## src/rtl/wb_regfile.sv

```systemverilog
// wb_regfile: write-back stage and architectural register file.
// Selects the write-back value from the MEM/WB bundle, commits it to a
// 32-entry register file with two combinational read ports, counts retired
// instructions and drives the per-cycle debug write-back trace.
// Optional feature macro: WB_BYPASS_EN makes both read ports write-first
// (a same-cycle commit to the read address is returned immediately).
module wb_regfile #(
  parameter int XLEN = 32,
  parameter int NREG = 32,
  parameter int AW   = 5
) (
  input  logic            clk,
  input  logic            rst_n,
  input  logic            we_rf_WB,
  input  logic [2:0]      wd_sel_WB,
  input  logic [AW-1:0]   wR_WB,
  input  logic [XLEN-1:0] ALU_result_WB,
  input  logic [XLEN-1:0] DMEM_rd_WB,
  input  logic [XLEN-1:0] imm_WB,
  input  logic [XLEN-1:0] PC_WB,
  input  logic [31:0]     instruction_WB,
  input  logic            stall_j_WB,
  input  logic [AW-1:0]   rR1,
  input  logic [AW-1:0]   rR2,
  output logic [XLEN-1:0] rD1,
  output logic [XLEN-1:0] rD2,
  output logic [XLEN-1:0] wD_WB,
  output logic [31:0]     retired,
  output logic            debug_wb_have_inst,
  output logic [XLEN-1:0] debug_wb_pc,
  output logic            debug_wb_ena,
  output logic [AW-1:0]   debug_wb_reg,
  output logic [XLEN-1:0] debug_wb_value
);

  logic [XLEN-1:0] regs_q [NREG];
  logic [31:0]     retired_q;
  logic [31:0]     retired_d;
  logic            valid;
  logic            commit;

  // A zero instruction word is a bubble; squashed jump-shadow slots never retire.
  assign valid  = (instruction_WB != 32'd0) && !stall_j_WB;
  assign commit = valid && we_rf_WB && (wR_WB != '0);

  // Write-back value select; unused encodings yield zero.
  always_comb begin
    wD_WB = '0;
    case (wd_sel_WB)
      3'd0:    wD_WB = ALU_result_WB;
      3'd1:    wD_WB = DMEM_rd_WB;
      3'd2:    wD_WB = PC_WB + XLEN'(4);
      3'd3:    wD_WB = imm_WB;
      default: wD_WB = '0;
    endcase
  end

  // One word of storage per register; x0 is never enabled so it stays zero.
  genvar gi;
  generate
    for (gi = 0; gi < NREG; gi++) begin : g_reg
      // Commit the selected value to this register when addressed.
      always_ff @(posedge clk or negedge rst_n) begin
        if (!rst_n) begin
          regs_q[gi] <= '0;
        end else if (commit && (wR_WB == AW'(gi))) begin
          regs_q[gi] <= wD_WB;
        end
      end
    end
  endgenerate

  // Read port 1: x0 reads as zero, optionally write-first.
  always_comb begin
    rD1 = '0;
    if (rR1 != '0) begin
      rD1 = regs_q[rR1];
    end
`ifdef WB_BYPASS_EN
    if (commit && (rR1 == wR_WB) && (rR1 != '0)) begin
      rD1 = wD_WB;
    end
`endif
  end

  // Read port 2: identical behaviour to port 1.
  always_comb begin
    rD2 = '0;
    if (rR2 != '0) begin
      rD2 = regs_q[rR2];
    end
`ifdef WB_BYPASS_EN
    if (commit && (rR2 == wR_WB) && (rR2 != '0)) begin
      rD2 = wD_WB;
    end
`endif
  end

  // Retired count advances for every valid instruction, writing or not; wraps naturally.
  always_comb begin
    retired_d = retired_q;
    if (valid) begin
      retired_d = retired_q + 32'd1;
    end
  end

  // Retired-instruction counter register.
  always_ff @(posedge clk or negedge rst_n) begin
    if (!rst_n) begin
      retired_q <= 32'd0;
    end else begin
      retired_q <= retired_d;
    end
  end

  assign retired = retired_q;

  // Debug trace describes the instruction currently in WB.
  always_comb begin
    debug_wb_have_inst = valid;
    debug_wb_pc        = valid  ? PC_WB : '0;
    debug_wb_ena       = commit;
    debug_wb_reg       = commit ? wR_WB : '0;
    debug_wb_value     = commit ? wD_WB : '0;
  end

endmodule

```

## config.mk

```make
export PLATFORM = sky130hd
export DESIGN_NAME = wb_regfile
export DESIGN_NICKNAME = d
export VERILOG_FILES = /design/src/rtl/wb_regfile.sv
export SDC_FILE = /design/constraint.sdc
export NUM_CORES = 2
export LEC_CHECK = 0
export BUFFER_PORTS_ARGS = -buffer_cell sky130_fd_sc_hd__buf_2
export CORE_MARGIN = 1
export CORE_UTILIZATION = 50
export DETAILED_ROUTE_END_ITERATION = 12
export GPL_ROUTABILITY_DRIVEN = 0
export PLACE_DENSITY = 0.72
export RECOVER_POWER = 25
export SLEW_MARGIN = 20
export SYNTH_ARGS = -nofsm -noshare
export SYNTH_HDL_FRONTEND = slang
export SYNTH_SLANG_ARGS = --single-unit
```

## constraint.sdc

```tcl
create_clock -name clk -period 3.4 [get_ports clk]
set_clock_uncertainty 0.05 [all_clocks]
set_input_delay 0.68 -clock clk [delete_from_list [all_inputs] [get_ports clk]]
set_output_delay 0.68 -clock clk [all_outputs]
set_load 0.005 [all_outputs]
```

## Word-level counts from Yosys, hierarchy flattened

Index checks and enable logic that the tools add are counted.

| storage, ports and cells | value |
|---|---|
| register bits | 1056 |
| latch bits | 0 |
| bits in writable memories | 0 |
| ROM bits | 0 |
| word-level logic and storage cells | 127 |
| memories | 0 |

| cells by class | value |
|---|---|
| $add $sub $neg | 2 |
| multiply operators | 0 |
| div/mod/pow operators | 0 |
| order comparisons | 2 |
| equality and inequality tests | 34 |
| shift operators | 0 |
| mux-type cells | 12 |
| bitwise logic cells | 2 |
| reductions and logical operators | 42 |

Operators by type and width:

| cell | number |
|---|---|
| 32-bit binary-select mux with 5-bit select | 2 |
| 32-bit two-way mux | 8 |
| 32-bit one-hot mux with 4 select lines | 1 |
| 5-bit == test (second input constant) | 16 |
| 5-bit by 4-bit == test with 1-bit output (second input constant) | 8 |
| 1-bit logical AND | 35 |
| 32-bit by 1-bit adder with 32-bit output (second input constant) | 1 |
| 32-bit by 3-bit adder with 32-bit output (second input constant) | 1 |
| 32-bit nonzero test | 1 |
| 5-bit by 3-bit == test with 1-bit output (second input constant) | 4 |
| 5-bit nonzero test | 3 |
| 6-bit greater-or-equal comparator (second input constant) | 2 |
| 5-bit NOT with 6-bit output | 2 |
| 5-bit by 2-bit == test with 1-bit output (second input constant) | 2 |
| 3-bit by 2-bit == test with 1-bit output (second input constant) | 2 |
| 5-bit by 1-bit == test with 1-bit output (second input constant) | 1 |
| 5-bit zero test | 1 |
| 5-bit two-way mux | 1 |
| 3-bit by 1-bit == test with 1-bit output (second input constant) | 1 |
| 3-bit zero test | 1 |
| 1-bit zero test | 1 |

## Depth between registers and ports, before layout

| depth | value |
|---|---|
| depth in word-level cells | 5 |
| depth in mapped cells | 9 |
| gate-level depth less buffers | 6 |

## Worst setup path before layout

OpenSTA, ideal clock, no wires.

| path | value |
|---|---|
| path kind | input -> output |
| start | input wd_sel_WB[0] |
| end | output debug_wb_value[19] |
| arrival time | 2.569 ns |
| path slack | 0.101 ns |
| stages on the path | 9 |
| buffers on the path | 4 |
| cell sequence | buf_2 > buf_2 > buf_2 > mux2i_1 > a2bb2oi_1 > o21ai_0 > a311oi_1 > buf_2 > nor2_1 |

| between the ends | value |
|---|---|
| cells in the longest elaborated chain, start to end | 3 |
| elaborated cells on any way between the ends | 6 |
| those cells by class | eq/ne (3); mux (2); reduce/logical (1) |

RTL lines:

| element | RTL line | RTL |
|---|---|---|
| start, declared | 15 | `input logic [2:0] wd_sel_WB,` |
| 3-bit by 2-bit == test with 1-bit output, or another cell as far along | 49 | `case (wd_sel_WB)` |
| 32-bit one-hot mux with 4 select lines * | 49 |  |
| 32-bit two-way mux * | 124 | `debug_wb_value = commit ? wD_WB : '0;` |
| end, declared | 33 | `output logic [XLEN-1:0] debug_wb_value` |

Mark *: on every way between the ends. The rest lies on a longest branch, timed or not.

## Final worst setup path

| path | value |
|---|---|
| start | input rR2[0] |
| end | output rD2[27] |

| between the ends | value |
|---|---|
| cells in the longest elaborated chain, start to end | 5 |
| elaborated cells on any way between the ends | 6 |
| those cells by class | mux (4); bitwise (1); reduce/logical (1) |

RTL lines:

| element | RTL line | RTL |
|---|---|---|
| start, declared | 24 | `input logic [AW-1:0] rR2,` |
| 5-bit NOT with 6-bit output (not written as such) | 90 | `rD2 = regs_q[rR2];` |
| 32-bit binary-select mux with 5-bit select | 90 |  |
| 32-bit two-way mux (not written as such) (2 in series) | 90 |  |
| 32-bit two-way mux * | 89 | `if (rR2 != '0) begin` |
| end, declared | 26 | `output logic [XLEN-1:0] rD2,` |

Mark *: on every way between the ends. The rest lies on a longest branch, timed or not. The select of a mux whose other input is x is not followed.

==> impl_metrics.ini <==
[outcome]
status = finished with violations
failed_checks = max-capacitance violations, max-slew violations, negative setup slack

[setup_path]
crit_type = primary input to output pin
crit_fanout = 8
critPathLaunchType = primary input
path_common_cell = buf_16
crit_path_start = rR2[0]
end_kind = output pin
worst_path_max_delay_cell = mux4_2
cpPeakStageDelay_ns = 0.52
worst_path_dominant_cell_family = multiplexers
worst-path-buf-inv = 5
required_ns = 2.67
crit-reg2reg-launch = retired[2]
critPathArrivalTime_ns = 2.76
crit_chain = buf_16 > buf_16 > buf_16 > buf_6 > mux4_2 > mux4_2 > nand2_1 > o21ai_2 > buf_2

[detailed_routing]
num_vias = 46700
via_per_inst = 6.58
drc = 0
drtIter0Drc = 5988
drt_wl_total_mm = 193
drt_pass1_iterations = 7
postRouteAntennaNets = 0
wl_per_cell_um = 27.1

[sta]
slew_headroom = -0.334
max_freq_ghz = 0.286
worst_pin_slew_ns = 2.00
hold_viol = 0
setup_viol = 16
final.period_utilization = 1.03
finalSetupTns_ns = -0.613
fin_crit_ns = 3.49
rsz0062_at_grt = true
drv_slew = 54
setup_ws_ns = -0.0937

[global_routing]
grt_util_all_layers = 0.334
grt_remaining_overflow = 0
grt_pass1_wl_mm = 284
grt_pass1_vias = 45500
grt_start_max_net_pins = 103
antenna_found_initial = 19

[power]
power_density_nw_per_um2 = 520
power_mw = 35.4
max-vdd-ir-drop_uv = 409
power.leakage_nw = 29.8

[floorplan]
fp.dieH_um = 338
boundaryPins = 381
die_w_um = 338
std_cell_rows = 122
placeableCoreArea_sq_um = 111000
initial_core_util = 0.507
die_area_sq_um = 114000

[yosys]
yosysTopAreaCell = dfrtp_1
ys.flop_type = dfrtp_1
ys_types = 66
syn_inst = 5067
synth_edf_count = 0
async_flop_share = 1.00
syn_area_per_cell_sq_um = 11.1
synth_area_sq_um = 56400
synthTopCellsByArea = dfrtp_1 47%, mux4_2 24%, o21ai_0 6.0%
synthDominantCellAreaShare = 0.469
yosysSeqAreaShare = 0.469
ys_seq_elements = 1056
syn_nets = 5251
yosys_warnings = 0

[final_layout]
drive_gt1_frac = 0.325
fin_nets = 5693
final_cells = 7099
final_util = 0.612
synthToLayoutAreaGrowth_pct = 20.9

[clock_network]
clk_pin_slew_worst_paths_ns = 0.06
htreeDepth = 3
numCtsBuffers = 110
clk_path_buf_depth = 3
clk_latency_ns = 0.73
cts_tree = done
cts_sinks = 1056
clockRootBuffer = clkbuf_16

[placed_design]
dp_hpwl_mm = 124
post-place-ws_ns = -0.187
place_inst = 6804
port-buffer-count = 380

[job]
drv_cap = 1

[worst_hold_path]
holdCritStartpoint = regs_q[1006]
min_path_type = flop to flop
worst register-to-register path: cells and delay by family (launching register included):
kind / cells / cell delay [ns]
flip-flops: 1 / 0.46
XOR/XNOR: 1 / 0.14
AO/OA/AOI/OAI: 1 / 0.41
AND/OR/NAND/NOR: 3 / 1.27
area by class of cell:
type | count | area, sq um
fill | 8358 | 43100
multi-input combinational | 3401 | 28200
sequential | 1056 | 26400
timing repair buffer | 867 | 7390
clock buffer | 155 | 3220
tap | 1488 | 1860
clock inverter | 51 | 702
inverter | 73 | 278
antenna | 8 | 20.0
synthesized netlist by cell type (4+ instances only):
cell type and instances:
o211ai_1 21, nor4_1 19, nor2_1 486, o21ai_1 23
inv_1 71, o21ai_0 673, buf_1 55, buf_2 87
a2bb2oi_1 11, mux4_2 605, nand4_1 27, a21o_1 7
nor2b_1 5, nand3_1 28, nand2_1 736, nor3_1 22
o211a_1 4, or3_1 6, mux2i_1 67, nor4b_1 4
o2111ai_1 5, and3_1 14, nand2b_1 4, dfrtp_1 1056
and4_1 12, o22ai_1 4, a211oi_2 4, xor2_1 6
a21oi_1 430, a31oi_1 6, and2_1 33, clkbuf_1 392
mux2_2 42, a211oi_1 22, xnor2_1 33
power by group:
part	leakage (nW)	switching (mW)	internal [mW]
Clock	1.93	5.33	7.69
Combinational	13.8	3.44	3.49
Sequential	14.1	1.35	14.1
Total	29.8	10.1	25.3
stage by stage:
step / hold WS, ns / area (sq um)
2_1_floorplan: 0.334 / 56400
3_3_place_gp: 0.328 / 62800
3_5_place_dp: 0.332 / 62800
4_1_cts: 0.347 / 67300
5_1_grt: 0.355 / 68100
6_report: 0.347 / 68100
routing by layer:
| metal | track usage | wire length, um | vias up | part of all wire |
|---|---|---|---|---|
| met4 | 0.174 | 10300 | 24 | 0.053 |
| met1 | 0.435 | 68600 | 23400 | 0.36 |
| met5 | 0 | 152 | - | 0.00079 |
| met3 | 0.104 | 25500 | 642 | 0.13 |
| li1 | - | - | 19300 | - |
| met2 | 0.505 | 88100 | 3377 | 0.46 |
kinds of logic after synthesis:
kind of cell               synth area share
xor gates and xnor gates            0.00606
muxes                                 0.262
adders and majority gates          0.000444
and+or+nand+nor                       0.103
DFF                                   0.469
buffers and inverters                0.0427
AOI/OAI and AO/OA                     0.117
layout by cell type (no fill, tap or decap), drive strengths merged, types with 8 or more instances in the layout:
| cell | Yosys | layout |
|---|---|---|
| nand4 | 28 | 28 |
| o211ai | 21 | 21 |
| nor2 | 486 | 486 |
| clkinv | 0 | 28 |
| and2 | 33 | 33 |
| a211oi | 27 | 27 |
| nand2 | 736 | 736 |
| mux2i | 67 | 67 |
| nor3 | 23 | 23 |
| bufinv | 0 | 14 |
| mux2 | 42 | 42 |
| nor4 | 19 | 19 |
| a21oi | 430 | 430 |
| mux4 | 605 | 605 |
| dfrtp | 1056 | 1056 |
| and4 | 12 | 12 |
| clkbuf | 392 | 186 |
| a2bb2oi | 11 | 11 |
| inv | 73 | 75 |
| o21ai | 696 | 696 |
| xnor2 | 33 | 33 |
| diode | 0 | 8 |
| buf | 145 | 832 |
| nand3 | 28 | 28 |
| and3 | 14 | 14 |
registers in the layout, indices dropped and copies added (netlist names):
signal   cells
regs_q    1024
retired     32
path summary, 6_finish.rpt:
path | to | cells past startpoint | slack (ns)
max | rD2[27] | 9 | -0.09
min | regs_q[1006] | 0 | 0.35
max reg2reg | retired[25] | 5 | 0.98
min reg2reg | regs_q[1006] | 0 | 0.35
max in group asynchronous | regs_q[665] | 4 | 0.43
min in group asynchronous | regs_q[1014] | 2 | 1.02
timing repair:
item | CTS | global route
setup buffers | 11 | 53
resized for setup | 63 | 93
pin swaps | 1 | 5
endpoints found under the hold margin | 44 | 0
gates cloned | 8 | 7
hold buffers | 1 | 0
endpoints found under the setup margin | 90 | 120
(Power assumes the default switching activity.)
